[src/rtl/muldiv_pkg.sv]
// Shared constants, state encoding and helpers for the HI/LO multiply/divide unit.
package muldiv_pkg;

  localparam logic [1:0] S_IDLE = 2'd0;
  localparam logic [1:0] S_MUL  = 2'd1;
  localparam logic [1:0] S_DIV  = 2'd2;
  localparam logic [1:0] S_FIX  = 2'd3;

  localparam int DIV_ITERS = 32;
  localparam int DIV_CNT_W = $clog2(DIV_ITERS);

  // Bit positions inside the decoder's one-hot pairs.
  localparam int HL_HI = 1;
  localparam int HL_LO = 0;
  localparam int OP_U  = 1;
  localparam int OP_S  = 0;

  // Sign corrections applied to the magnitude divider result.
  typedef struct packed {
    logic q_neg;
    logic r_neg;
  } div_sign_t;

  function automatic logic [31:0] neg_if(input logic [31:0] v, input logic neg);
    return neg ? (~v + 32'd1) : v;
  endfunction

endpackage

[src/rtl/div_iter_core.sv]
// Restoring radix-2 divider on unsigned magnitudes; one quotient bit per cycle.
module div_iter_core
  import muldiv_pkg::*;
(
  input  logic        clk,
  input  logic        resetn,
  input  logic        start,
  input  logic        cancel,
  input  logic [31:0] dividend,
  input  logic [31:0] divisor,
  output logic        last,
  output logic [31:0] quotient,
  output logic [31:0] remainder
);

  logic                 active;
  logic [DIV_CNT_W-1:0] cnt;
  logic [31:0]          quo_q;
  logic [31:0]          rem_q;
  logic [31:0]          dvs_q;
  logic [32:0]          rem_sh;
  logic [32:0]          diff;
  logic                 ge;

  // A zero divisor always subtracts, giving an all-ones quotient and remainder = dividend.
  assign rem_sh = {rem_q, quo_q[31]};
  assign diff   = rem_sh - {1'b0, dvs_q};
  assign ge     = (rem_sh >= {1'b0, dvs_q});

  always_ff @(posedge clk or negedge resetn) begin
    if (!resetn) begin
      active <= 1'b0;
      cnt    <= '0;
      quo_q  <= '0;
      rem_q  <= '0;
      dvs_q  <= '0;
    end else if (cancel) begin
      // NOTE: non-blocking assignments so every register here samples pre-edge values.
      active <= 1'b0;
    end else if (start) begin
      active <= 1'b1;
      cnt    <= '0;
      quo_q  <= dividend;
      rem_q  <= '0;
      dvs_q  <= divisor;
    end else if (active) begin
      quo_q <= {quo_q[30:0], ge};
      rem_q <= ge ? diff[31:0] : rem_sh[31:0];
      cnt   <= cnt + DIV_CNT_W'(1);
      if (last) active <= 1'b0;
    end
  end

  assign last      = active & (cnt == DIV_CNT_W'(DIV_ITERS - 1));
  assign quotient  = quo_q;
  assign remainder = rem_q;

endmodule

[src/rtl/hilo_muldiv.sv]
// Execute-stage multiply/divide unit with HI/LO registers.
// Optional HILO_FWD_EN: forwards the result to MFHI/MFLO in the done cycle.
module hilo_muldiv
  import muldiv_pkg::*;
#(
  parameter int MUL_STAGES = 2
) (
  input  logic        clk,
  input  logic        resetn,
  input  logic        op_valid,
  input  logic [1:0]  mult,
  input  logic [1:0]  div,
  input  logic [1:0]  mthl,
  input  logic [1:0]  mfhl,
  input  logic [31:0] src_a,
  input  logic [31:0] src_b,
  input  logic        cancel,
  output logic        busy,
  output logic        stall,
  output logic        done,
  output logic [31:0] mf_data,
  output logic [31:0] hi_out,
  output logic [31:0] lo_out
);

  localparam int MCNT_W = (MUL_STAGES > 1) ? $clog2(MUL_STAGES) : 1;

  logic [1:0]        state;
  logic [MCNT_W-1:0] mcnt;
  logic [31:0]       hi_q, lo_q;
  logic [32:0]       mul_a, mul_b;
  logic [63:0]       prod_now, prod_q, mul_res;
  div_sign_t         sgn;
  logic              idle_ok, accept_div, accept_mul, mt_wr;
  logic              a_neg, b_neg, mul_last, core_last;
  logic [31:0]       quo, rem, res_hi, res_lo, mf_reg;
  logic              hl_any;

  assign idle_ok    = (state == S_IDLE) & op_valid & ~cancel;
  assign accept_div = idle_ok & (|div);
  assign accept_mul = idle_ok & ~(|div) & (|mult);
  assign mt_wr      = idle_ok & ~(|div) & ~(|mult) & (|mthl);

  assign a_neg = div[OP_S] & src_a[31];
  assign b_neg = div[OP_S] & src_b[31];

  div_iter_core u_div (
    .clk       (clk),
    .resetn    (resetn),
    .start     (accept_div),
    .cancel    (cancel),
    .dividend  (neg_if(src_a, a_neg)),
    .divisor   (neg_if(src_b, b_neg)),
    .last      (core_last),
    .quotient  (quo),
    .remainder (rem)
  );

  // Low 64 bits of the product of the 33-bit extended operands equal the signed/unsigned result.
  assign prod_now = {{31{mul_a[32]}}, mul_a} * {{31{mul_b[32]}}, mul_b};
  assign mul_res  = (MUL_STAGES == 1) ? prod_now : prod_q;
  assign mul_last = (state == S_MUL) & (mcnt == MCNT_W'(MUL_STAGES - 1));
  assign done     = ~cancel & (mul_last | (state == S_FIX));
  assign busy     = (state != S_IDLE);

  always_comb begin
    // NOTE: defaults first so every path assigns both outputs and no latch is inferred.
    res_hi = mul_res[63:32];
    res_lo = mul_res[31:0];
    if (state == S_FIX) begin
      res_hi = neg_if(rem, sgn.r_neg);
      res_lo = neg_if(quo, sgn.q_neg);
    end
  end

  always_ff @(posedge clk or negedge resetn) begin
    if (!resetn) begin
      state  <= S_IDLE;
      mcnt   <= '0;
      hi_q   <= '0;
      lo_q   <= '0;
      mul_a  <= '0;
      mul_b  <= '0;
      prod_q <= '0;
      sgn    <= '0;
    end else begin
      if (mt_wr) begin
        if (mthl[HL_HI]) hi_q <= src_a;
        if (mthl[HL_LO]) lo_q <= src_a;
      end
      if (done) begin
        hi_q <= res_hi;
        lo_q <= res_lo;
      end
      if (state == S_MUL) prod_q <= prod_now;

      case (state)
        S_IDLE: begin
          if (accept_div) begin
            state <= S_DIV;
            sgn   <= '{q_neg: a_neg ^ b_neg, r_neg: a_neg};
          end else if (accept_mul) begin
            state <= S_MUL;
            mcnt  <= '0;
            mul_a <= {mult[OP_S] & src_a[31], src_a};
            mul_b <= {mult[OP_S] & src_b[31], src_b};
          end
        end
        S_MUL: begin
          if (cancel || mul_last) begin
            state <= S_IDLE;
            mcnt  <= '0;
          end else begin
            mcnt <= mcnt + MCNT_W'(1);
          end
        end
        S_DIV: begin
          if (cancel)         state <= S_IDLE;
          else if (core_last) state <= S_FIX;
        end
        default: state <= S_IDLE;
      endcase
    end
  end

  assign hl_any = |{mult, div, mthl, mfhl};
  assign mf_reg = mfhl[HL_HI] ? hi_q : lo_q;

`ifdef HILO_FWD_EN
  logic pure_mf;
  assign pure_mf = (|mfhl) & ~(|{mult, div, mthl});
  assign stall   = op_valid & busy & hl_any & ~(done & pure_mf);
  assign mf_data = done ? (mfhl[HL_HI] ? res_hi : res_lo) : mf_reg;
`else
  assign stall   = op_valid & busy & hl_any;
  assign mf_data = mf_reg;
`endif

  assign hi_out = hi_q;
  assign lo_out = lo_q;

endmodule
[config.mk]
export PLATFORM = sky130hd
export DESIGN_NAME = hilo_muldiv
export DESIGN_NICKNAME = d
export VERILOG_FILES = /design/src/rtl/muldiv_pkg.sv /design/src/rtl/div_iter_core.sv /design/src/rtl/hilo_muldiv.sv
export SDC_FILE = /design/constraint.sdc
export NUM_CORES = 2
export LEC_CHECK = 0
export ABC_AREA = 1
export BUFFER_PORTS_ARGS = -buffer_cell sky130_fd_sc_hd__buf_2
export CORE_MARGIN = 5
export CORE_UTILIZATION = 30
export CTS_CLUSTER_SIZE = 12
export DETAILED_ROUTE_END_ITERATION = 10
export PLACE_DENSITY = 0.56
export SETUP_SLACK_MARGIN = 0.3
export SLEW_MARGIN = 40
export SYNTH_ARGS = -nofsm -noshare
export SYNTH_HDL_FRONTEND = slang
export SYNTH_SLANG_ARGS = --single-unit
[constraint.sdc]
create_clock -name clk -period 7.75 [get_ports clk]
set_input_delay 1.1625 -clock clk [delete_from_list [all_inputs] [get_ports clk]]
set_output_delay 1.1625 -clock clk [all_outputs]
set_load 0.02 [all_outputs]
# [Word level (Yosys, flattened, before mapping)]
# Index checks and enable logic that the tools add are counted.
[classes] n_addsub=7 mul=1 muxes=34 eq_ne=9 reduce_logical=20 bitwise=26 magnitude_cmp=1
[ops] operator="two-way mux 32 bit" n=18
[ops] operator="adder 32 x 1 -> 32 bit, second input constant" n=4
[ops] operator="inverter 32 bit" n=4
[ops] operator="multiplier 33 x 33 -> 64 bit" n=1
[ops] operator="greater-or-equal comparator 33 x 32 -> 1 bit" n=1
[ops] operator="subtractor 32 bit" n=1
[ops] operator="AND 1 bit" n=16
[ops] operator="nonzero test 2 bit" n=6
[ops] operator="two-way mux 2 bit" n=5
[ops] operator="two-way mux 5 bit" n=2
[ops] operator="AND reduction 2 bit" n=5
[ops] operator="AND reduction 3 bit" n=3
[ops] operator="OR reduction 8 bit" n=1
[ops] operator="two-way mux 1 bit" n=7
[ops] operator="inequality test 3 bit, second input constant" n=2
[ops] operator="case mux 2 bit (3 select lines)" n=1
[ops] operator="OR reduction 2 bit" n=3
[ops] operator="adder 5 x 1 -> 5 bit, second input constant" n=1
[ops] operator="equality test 5 bit, second input constant" n=1
[ops] operator="equality test 2 bit, second input constant" n=2
[ops] operator="inequality test 2 bit, second input constant" n=2
[ops] operator="inverter 1 bit" n=4
[ops] operator="equality test 2 x 1 -> 1 bit, second input constant" n=1
[ops] operator="logical NOT 2 bit" n=1
[ops] operator="6 further kinds" n=6
[totals] output_inout_bits=99 register_bits=301 inputBits=76

# [Longest topological paths before layout]
[depth] word_depth=8 ltp_mapped=32 ltp_nobuf=30

# [Cells and area by module]
# Synthesis repeated with hierarchy kept, for this count alone.
[hier_totals] hier_cells=8028 area_unflattened_um2=59617.2
[modules_own_cells] mod="hilo_muldiv" area_each_um2=52352.7 seq_area_each_um2=4979.8 cells_each=6931 instances=1
[modules_own_cells] mod="div_iter_core" area_each_um2=7264.5 seq_area_each_um2=2552.4 cells_each=1097 instances=1

# [Worst setup path after synthesis]
# OpenSTA, ideal clock, no wires.
[synth_path] path_kind="register to register" start="register mul_a[32]" end="register prod_q[54] (netlist: mul_res[54])" slack_ns=0.487 path_stages_with_launch=29 required_time_ns=7.632 arrival_ns=7.145 setup_time_ns=0.118 cell_sequence="dfrtp_1 clkbuf_1 clkbuf_1 nand2_1 inv_1 fa_1 inv_1 fa_1 inv_1 fa_1 fa_1 inv_1 fa_1 fa_1 fa_1 fa_1 inv_1 ha_1 nand2_1 nor2_1 inv_1 nor2_1 inv_1 nor4_1 nand2_1 nand3_1 nand2_1 nand3_1 nand2_1"
[synth_between] elab_chain_len=1
[synth_lines] item="from (decl)" line_no="hilo_muldiv.sv:31" text="logic [32:0] mul_a, mul_b;"
[synth_lines] item="from (signal assigned)" line_no="hilo_muldiv.sv:105" text="mul_a <= {mult[OP_S] & src_a[31], src_a};"
[synth_lines] item="multiplier 33 x 33 -> 64 bit" line_no="hilo_muldiv.sv:60" text="assign prod_now = {{31{mul_a[32]}}, mul_a} * {{31{mul_b[32]}}, mul_b};"
[synth_lines] item="to (signal assigned)" line_no="hilo_muldiv.sv:95" text="if (state == S_MUL) prod_q <= prod_now;"
[synth_lines] item="to (decl)" line_no="hilo_muldiv.sv:32" text="logic [63:0] prod_now, prod_q, mul_res;"
# Every way passes these cells.
# A chain may end at the register's enable or synchronous reset.

# [Worst setup path after layout]
[layout_path] start="register mul_b[9]" end="register prod_q[41] (netlist: mul_res[41])"
[layout_between] elab_chain_len=1
[layout_lines] item="from (decl)" line_no="hilo_muldiv.sv:31"
[layout_lines] item="from (signal assigned)" line_no="hilo_muldiv.sv:106" text="mul_b <= {mult[OP_S] & src_b[31], src_b};"
[layout_lines] item="multiplier 33 x 33 -> 64 bit" line_no="hilo_muldiv.sv:60"
# Every way passes these cells.

==> out/summary.txt <==
Status: finished clean
TritonCTS Sinks: 301
Avg Inst Size Synth: 7.51 um2
Row count: 163
Largest net degree at the start of global routing: 93
R2R Setup Slk: 0.41 ns
Max cap viols: 0
Fmax achieved: 136 MHz
Num CTS Buffers: 37
Synthesized flop and latch total: 301
Num ports: 175
CP max FO: 15
Layout cells sized above 1: 8.49%
Detailed-route DRC error count: 0
Worst setup EP type: register
Yosys cell types: 52
Register area: 7570 um2
Wire length of the first global-routing pass: 317000 um
Fillers: 21000
Initial Util: 30.1%
Initial antenna violation count: 11
GR Util All Layers: 19.6%
Final setup fails: 0
Core area: 197000 um2
Grt ovf: 0
DRT Pass-1 Iters: 6
Worst-path clk slew: 0.07 ns
Wirelength per Cell: 19.0 um
Setup WS post-layout: 0.413 ns
Cell mode on critical path: fa_1
Tightest Hold Check Type: in2async
Number of global-route vias before repair: 53300
IO buf count: 174
Crit start category: register
WS Path Type: reg2reg
RSZ-0062 raised after global routing: yes
Post-synth top flop: dfrtp_1
Register area share after synthesis: 12.7%
Critical Path Max Stage Delay: 0.58 ns
Final Hold Vio Count: 0
Die H: 454 um
Top cell type's share of synthesized area: 38.1%
Final min period: 7.34 ns
Net count after synthesis: 9321
ANT nets after route: 0
Period utilization: 94.7%
Number of synthesized flops with an enable pin: 0
Die Area: 206000 um2
Layout Skew: 0.0511 ns
Post-layout instance area: 66100 um2
Area Growth Syn to Fin: 11.8%
CTS Root Cell: clkbuf_16
Critical path required time: 8.27 ns
Final net count: 9402
Setup slack at placement: 0.0406 ns
CTS tree: done
Yosys warnings: 0
CTS max path bufs: 3
R2R cell count: 29
Final core occ: 33.6%
Critical Path AT: 7.86 ns
Chip Width: 454 um
Area leader, netlist: fa_1
Slew Limit Fails: 0
Placed Area: 64200 um2
Latest clock arrival within the worst-skew pair: 0.62 ns
Synth Instances: 7869
Ys async rst share: 100%
H-tree levels: 2
Vias after detailed routing: 50400
Slew HR: 40.5%
Post-DP HPWL: 173000 um
Final wirelength: 202000 um
CP max-delay cell: fa_1
Number of vias per cell: 4.74
1st-iter DRT viols: 4016
Slew @ Worst Pin: 0.893 ns
Area of the multi-input gates: 42800 um2
Top cells by area, synth: fa_1 38%, nand2_1 13%, inv_1 13%
GPL Wtd Cong: 0.958
Synth Cell Area: 59100 um2
Cts hold-fix bufs: 0
==> timing repair <==
| item | CTS | global route |
|---|---|---|
| gates resized for setup | 25 | 129 |
| buffers inserted | 0 | 19 |
| pin swaps | 0 | 8 |
| gates cloned | 0 | 1 |
| endpoints found under the setup margin | 20 | 39 |
==> flip-flops by register name (all words and copies together) (netlist names), 5 cells and up <==
register / flops
mul_b: 33
mul_res: 64
u_div.remainder: 32
u_div.quotient: 32
mul_a: 33
hi_out: 32
u_div.dvs_q: 32
lo_out: 32
u_div.cnt: 5
==> placed cells by master, fill, tap and decap left out, types with 7 or more instances in the layout <==
cell type   synthesis  final
a21o_1             11     11
a21oi_1           224    205
a21oi_2             0     17
a31oi_1            16     16
buf_12              0     57
buf_2              22    173
buf_4               3    177
buf_6               3      8
clkbuf_16           0     38
clkinvlp_4          0      8
dfrtp_1           301    275
dfrtp_2             0     23
fa_1             1126   1119
fa_2                0      7
ha_1              250    241
ha_2                0      8
inv_1            2020   2009
inv_2              14     27
nand2_1          2021   2015
nand2_2             6     12
nand3_1           302    295
nand3_2             2      9
nand3b_1           13     13
nand4_1            50     50
nor2_1            503    471
nor2_2              3     32
nor3_1             36     31
nor3_2              7     11
o211ai_1           21     21
o21ai_0           286    269
o21ai_1            40     52
o21ai_2             4      8
o21bai_1           21     21
o221ai_1           32     32
o22ai_1            14     14
or2_2              22     22
xnor2_1            36     36
xor2_1             65     65
==> final cells by class <==
type	instances	share of cell area, %
antenna	4	0.0151
clock buffer	47	1.53
clock inverter	16	0.358
inverter	2037	11.6
multi-input combinational	5153	64.8
sequential	301	11.5
tap	2640	5.00
timing repair buffer	420	5.30
==> per-stage QoR <==
step / cells / hold slack [ns] / TNS [ns]
finish: 10600 / 0.428 / 0
global route: 10600 / 0.419 / 0
CTS: 10600 / 0.478 / 0
detailed placement: 10500 / 0.463 / 0
global placement: 10500 / 0.463 / -0.00574
floorplan: 7869 / 0.437 / 0
==> path summary, 6_finish.rpt <==
path | startpoint | end
setup / recovery | mul_b[9] | mul_res[41]
hold / removal | resetn | hi_out[22]
setup reg to reg | mul_b[9] | mul_res[41]
hold reg to reg | mul_res[3] | mul_res[3]
max in group asynchronous | resetn | mul_b[7]
min in group clk | mul_res[3] | mul_res[3]
==> layer usage <==
metal / global-route usage (%) / part of all wire (%) / vias up
met5: 0 / 0.013 / -
met4: 3.88 / 2.5 / 4
met3: 1.98 / 5.2 / 224
met2: 34.3 / 49 / 1497
met1: 26.5 / 44 / 25600
li1: - / - / 23100
==> cell usage after synthesis (7+ instances only) <==
library cell / count
dfrtp_1: 301
xnor2_1: 36
a21oi_1: 224
a31oi_1: 16
nand2_1: 2021
ha_1: 250
nor2_1: 503
xor2_1: 65
nor4_1: 7
a21o_1: 11
o22ai_1: 14
buf_1: 9
o21ai_0: 286
fa_1: 1126
nand3_1: 302
clkbuf_1: 341
o221ai_1: 32
or2_2: 22
o21bai_1: 21
nor3_2: 7
buf_2: 22
nand4_1: 50
nor3_1: 36
inv_2: 14
inv_1: 2020
o21ai_1: 40
o211ai_1: 21
nand3b_1: 13
==> logic make-up after synthesis <==
group,share of synthesized area [%]
flip-flops,12.7
AO/OA/AOI/OAI,6.51
adder cells (fa/ha/maj),43.4
XOR/XNOR,1.50
buffers and inverters,15.4
AND/OR/NAND/NOR,20.4
==> critical path: cells and delay by family (launching register included) <==
kind                       cells  cell delay, ns
buffers and inverters         10            0.99
adders and majority gates      9            4.44
DFF                            1            0.48
and+or+nand+nor               10            1.33
Power is not shown: default switching activity piles up to over one toggle a cycle in this logic, so the estimate is an artifact.
